$ cat src/rtl/uart_baud_pkg.sv
// Shared types and helpers for the UART baud generator.
package uart_baud_pkg;

  // Control state of the generator.
  typedef enum logic [1:0] {
    IDLE = 2'd0,
    RUN  = 2'd1,
    LOAD = 2'd2
  } baud_state_e;

  // Phase increment for a given baud:
  // round(baud * os * 2^acc_w / clk_hz), using 64-bit math.
  function automatic logic [63:0] baud_inc(
    input logic [63:0] clk_hz,
    input logic [63:0] baud,
    input logic [63:0] os,
    input int unsigned acc_w
  );
    logic [63:0] num;
    num = (baud * os) << acc_w;
    return (num + (clk_hz >> 1)) / clk_hz;
  endfunction

  // Increment for the default build: 100 MHz clock, 9600 baud, 16x oversample, 32-bit phase.
  localparam logic [63:0] DEFAULT_INC = baud_inc(64'd100_000_000, 64'd9600, 64'd16, 32);

endpackage

$ cat src/rtl/uart_baud_gen_phase_acc.sv
// Fractional phase accumulator: adds inc every enabled cycle and reports the overflow.
module baud_phase_acc #(
  parameter int unsigned ACC_W = 32
) (
  input  logic             clk,
  input  logic             rst,
  input  logic             clr,
  input  logic             en,
  input  logic [ACC_W-1:0] inc,
  output logic             carry
);

  logic [ACC_W-1:0] acc_q;
  logic [ACC_W-1:0] acc_d;
  logic [ACC_W:0]   sum;

  // Next phase: clear has priority, otherwise advance by inc when enabled.
  // The carry only counts when the add is actually committed.
  always_comb begin
    sum   = {1'b0, acc_q} + {1'b0, inc};
    acc_d = acc_q;
    carry = 1'b0;
    if (clr) begin
      acc_d = '0;
    end else if (en) begin
      acc_d = sum[ACC_W-1:0];
      carry = sum[ACC_W];
    end
  end

  // Phase register.
  always_ff @(posedge clk) begin
    if (rst) begin
      acc_q <= '0;
    end else begin
      acc_q <= acc_d;
    end
  end

endmodule

$ cat src/rtl/uart_baud_gen.sv
// UART baud generator: NCO-driven oversample strobe, bit strobe and baud square wave,
// with a runtime increment load port and a phase re-align input for RX mid-bit sampling.
module uart_baud_gen
  import uart_baud_pkg::*;
#(
  parameter int unsigned CLK_HZ       = 100_000_000,
  parameter int unsigned DEFAULT_BAUD = 9600,
  parameter int unsigned OVERSAMPLE   = 16,
  parameter int unsigned ACC_W        = 32
) (
  input  logic             clk,
  input  logic             rst,
  input  logic             en,
  input  logic             sync,
  input  logic [ACC_W-1:0] cfg_inc,
  input  logic             cfg_valid,
  output logic             cfg_ready,
  output logic             os_tick,
  output logic             bit_tick,
  output logic             baud_clk
);

  localparam int unsigned      CNT_W    = $clog2(OVERSAMPLE);
  localparam logic [CNT_W-1:0] CNT_HALF = CNT_W'(OVERSAMPLE / 2);
  localparam logic [CNT_W-1:0] CNT_LAST = CNT_W'(OVERSAMPLE - 1);
  localparam logic [ACC_W-1:0] RST_INC  =
    ACC_W'(baud_inc(64'(CLK_HZ), 64'(DEFAULT_BAUD), 64'(OVERSAMPLE), ACC_W));

  baud_state_e      state_q, state_d;
  logic [ACC_W-1:0] inc_q, inc_d;
  logic [CNT_W-1:0] os_cnt_q, os_cnt_d;
  logic             os_tick_q, os_tick_d;
  logic             bit_tick_q, bit_tick_d;
  logic             baud_clk_q, baud_clk_d;
  logic             cfg_ready_q, cfg_ready_d;

  logic cfg_fire;
  logic run_adv;
  logic acc_adv;
  logic acc_clr;
  logic carry;

  // A config handshake pre-empts everything; the phase only advances while running
  // undisturbed, and any other cycle holds it at zero.
  assign cfg_fire = cfg_valid & cfg_ready_q;
  assign run_adv  = (state_q == RUN) & en & ~cfg_fire;
  assign acc_adv  = run_adv & ~sync;
  assign acc_clr  = ~acc_adv;

  baud_phase_acc #(
    .ACC_W (ACC_W)
  ) u_phase_acc (
    .clk   (clk),
    .rst   (rst),
    .clr   (acc_clr),
    .en    (acc_adv),
    .inc   (inc_q),
    .carry (carry)
  );

  // Next-state, counter and strobe computation.
  always_comb begin
    state_d = cfg_fire ? LOAD : (en ? RUN : IDLE);
    inc_d   = cfg_fire ? cfg_inc : inc_q;

    os_cnt_d = '0;
    if (run_adv) begin
      if (sync) begin
        os_cnt_d = CNT_HALF;
      end else if (carry) begin
        os_cnt_d = os_cnt_q + CNT_W'(1);
      end else begin
        os_cnt_d = os_cnt_q;
      end
    end

    // carry is only ever set on a committed RUN add, so strobes cannot leak out of RUN.
    os_tick_d   = carry;
    bit_tick_d  = carry & (os_cnt_q == CNT_LAST);
    baud_clk_d  = (state_d == RUN) & (os_cnt_d >= CNT_HALF);
    cfg_ready_d = (state_d != LOAD);
  end

  // Control FSM with registered outputs.
  always_ff @(posedge clk) begin
    if (rst) begin
      state_q     <= IDLE;
      os_tick_q   <= 1'b0;
      bit_tick_q  <= 1'b0;
      baud_clk_q  <= 1'b0;
      cfg_ready_q <= 1'b1;
    end else begin
      state_q     <= state_d;
      os_tick_q   <= os_tick_d;
      bit_tick_q  <= bit_tick_d;
      baud_clk_q  <= baud_clk_d;
      cfg_ready_q <= cfg_ready_d;
    end
  end

  // Oversample counter within the current bit.
  always_ff @(posedge clk) begin
    if (rst) begin
      os_cnt_q <= '0;
    end else begin
      os_cnt_q <= os_cnt_d;
    end
  end

  // Active phase increment; reset restores the build-time default baud.
  always_ff @(posedge clk) begin
    if (rst) begin
      inc_q <= RST_INC;
    end else begin
      inc_q <= inc_d;
    end
  end

  assign os_tick   = os_tick_q;
  assign bit_tick  = bit_tick_q;
  assign baud_clk  = baud_clk_q;
  assign cfg_ready = cfg_ready_q;

endmodule

$ cat config.mk
export PLATFORM = sky130hd
export DESIGN_NAME = uart_baud_gen
export DESIGN_NICKNAME = d
export VERILOG_FILES = /design/src/rtl/uart_baud_pkg.sv /design/src/rtl/uart_baud_gen_phase_acc.sv /design/src/rtl/uart_baud_gen.sv
export SDC_FILE = /design/constraint.sdc
export NUM_CORES = 1
export LEC_CHECK = 0
export BUFFER_PORTS_ARGS = -buffer_cell sky130_fd_sc_hd__buf_2
export CAP_MARGIN = 5
export CORE_MARGIN = 2
export CORE_UTILIZATION = 30
export DETAILED_ROUTE_END_ITERATION = 16
export PLACE_DENSITY_LB_ADDON = 0.3
export SYNTH_ARGS = -nofsm -noshare
export SYNTH_HDL_FRONTEND = slang
export SYNTH_HIERARCHICAL = 1
export SYNTH_SLANG_ARGS = --single-unit
export TNS_END_PERCENT = 5
$ cat constraint.sdc
create_clock -name clk -period 3.9 [get_ports clk]
set_input_delay 0.195 -clock clk [delete_from_list [all_inputs] [get_ports clk]]
set_output_delay 0.195 -clock clk [all_outputs]
set_load 0.005 [all_outputs]
==> reports/results.ini <==
[run_status]
outcome = finished, final reports clean

[setup_path]
crit_path_end_kind = register
path_cells = ha_1 -> fa_1 -> a21o_2 -> nand4_1 -> a21oi_1 -> nor4_1 -> nor2_1 -> nand4_1 -> a21o_1 -> a21oi_1 -> nand4_1 -> xor2_1 -> a2111oi_0
required_ps = 4100
slowest_stage = a2111oi_0
startpoint_type = register
arrival_ps = 3620
cp_common_cell = nand4_1
cp_max_fo = 5
critical_path.top_delay_family = compound AO/OA/AOI/OAI gates
crit_type = reg -> reg
max_stage_delay_ps = 460
path_buf_inv = 0

[sta]
tns_ps = 0
drv_slew = 0
min_period_ps = 3422
slew_headroom_pct = 42.72
post-route-period-util_pct = 87.73
max_freq_mhz = 292.3
rsz0062_at_grt = false
worst_pin_slew_ps = 859.3
report.final.setup_viol = 0
final.setup_skew_ps = 6.027
hold_viol = 0

[run]
drv_cap = 0

[yosys]
synth_edf_count = 0
yosysSeqAreaShare_pct = 33.47
synth_cells = 535
ys_ff_latch = 74
yosys.cell_types.count = 62
ys.warnings.count = 6
syn-cell-area_sq_mm = 0.004427
synthFlopType = dfxtp_1
ys_top_cells_by_area = dfxtp_1 33%, ha_1 9.3%, nand2_1 8.6%
synth_area_per_cell_sq_um = 8.274
synth_nets = 606
synth_top_cell_by_area = dfxtp_1
synth-async-reset-ratio_pct = 0
yosysMostFrequentCell = nand2_1
synth.top_cells.by_count = 101 x nand2_1, 74 x dfxtp_1, 57 x a21oi_1
netlist.area_leader.share_pct = 33.47

[final_layout]
synthToLayoutAreaGrowth_pct = 13.76
diodes = 0
drive_above_1_share_pct = 13.48
nets = 630

[global_routing]
grt-ovfl-total = 0
grt_util_all_layers_pct = 14.23
grt_antenna_before_repair = 0
grt_pass1_wl_um = 18350
grt_max_degree = 44
grt_pass1_vias = 3774

[die]
initial_core_util_pct = 30.57
coreArea_sq_mm = 0.01448
ios = 41
die_area_sq_mm = 0.01574
row_count = 44
die_w_um = 125.5
die_h_um = 125.5

[clock_tree]
htree_levels = 3
clock_sinks = 74
clk_latency_ps = 340
cts_hold_buf = 0
cts-resized-gates = 0
max-clock-path-buffers = 2
cts_buffers = 9
clk_pin_slew_ps = 60
cts_setup_buffers = 0
root_buffer = clkbuf_16
cts_tree = built

[placement]
gp_congestion = 0.9063
hpwl_um = 7837
io_buffers = 40

[drt]
avgViaCountPerCell = 5.172
drc_errors = 0
post_drt_wl_per_cell_um = 14.61
postRouteAntennaNets = 0
dr_total_vias = 3869
totalWireLength_um = 10930
drt_pre_antenna_iters = 4
drt_iter0_drc = 106

[power]
total_power_mw = 1.870
p_per_area_mw_per_mm2 = 371.3
ir_drop_mv = 0.1733
p_leak_nw = 2.115

[hold_path]
worstHoldPathType = in -> reg

==> kinds of logic after synthesis <==
group	Yosys count	synth area share (%)
AOI/OAI and AO/OA	147	22.08
xor gates and xnor gates	24	4.748
adders and majority gates	34	9.780
buffers and inverters	41	5.031
DFF	74	33.47
muxes	17	3.844
and+or+nand+nor	198	21.06
==> routing by layer <==
metal	track usage (%)	part of all wire (%)	vias to the layer above
li1	-	-	1967
met1	19.18	51	1817
met2	22.61	44	71
met3	1.968	3.0	14
met4	6.405	1.6	0
met5	0	0	-
==> final timing paths <==
kind / start / end / slack, ps / depth (start not counted)
worst max-delay path: inc_q[0] / baud_clk / 480 / 13
worst min-delay path: cfg_inc[22] / inc_q[22] / 70 / 3
worst min register to register: os_cnt_q[3] / bit_tick / 460 / 2
worst max register to register: inc_q[0] / baud_clk / 480 / 13
==> placed cells by master, fill, tap and decap left out, types with 5 or more instances in the layout <==
cell type	netlist	routed
nand3_1	10	10
ha_1	33	33
a21o_1	17	17
a211oi_1	5	5
mux2i_1	17	17
inv_1	9	9
clkbuf_16	0	9
dfxtp_1	74	74
nand2_1	101	101
xor2_1	11	11
o21a_1	5	5
nand3b_1	12	12
xnor2_1	13	13
buf_4	3	5
nand4_1	12	12
buf_2	2	40
o211ai_1	8	8
o21ai_0	18	18
a21oi_1	57	57
nor3_1	9	9
nor2_1	29	29
==> report_power, final <==
group,switching (mW),internal (mW),leakage [nW]
clock network,0.322,0.595,0.163
logic,0.0953,0.0622,1.35
registers,0.0146,0.780,0.603
total,0.432,1.44,2.11
==> state kept, by name, indices dropped and copies added, names as in the netlist <==
name,cells
bit_tick,1
u_phase_acc/acc_q,32
inc_q,32
os_cnt_q,4
baud_clk,1
state_q,2
cfg_ready,1
os_tick,1
==> final cells by class <==
type                    instances  area (sq um)
fillers                      1520          9443
repair buffers                 45         237.7
inverters                       9         33.78
clock buffers                  12         256.5
clock inverters                 4         73.82
multi-input cells             420          2723
well taps                     184         230.2
flip-flops and latches         74          1481
==> worst register-to-register path: cells and delay by family, from the launching register on <==
family	cells	cell delay, ps
compound gates	5	1380
xor+xnor	1	180
fa+ha+maj	2	440
flops	1	340
simple gates	5	940
==> metrics by stage <==
step	area (sq um)	instances	worst slack [ps]	hold slack [ps]	util, %
finish	5036	748	478.4	70.43	34.78
floorplan	4427	535	890.1	318.9	-
global route	5036	748	22.52	81.64	34.78
CTS	5036	748	452.4	60.91	34.78
detailed placement	4706	732	496.6	413.4	32.50
global placement	4706	732	708.3	407.4	32.50
Note: power is estimated with default switching activity, not from simulation.
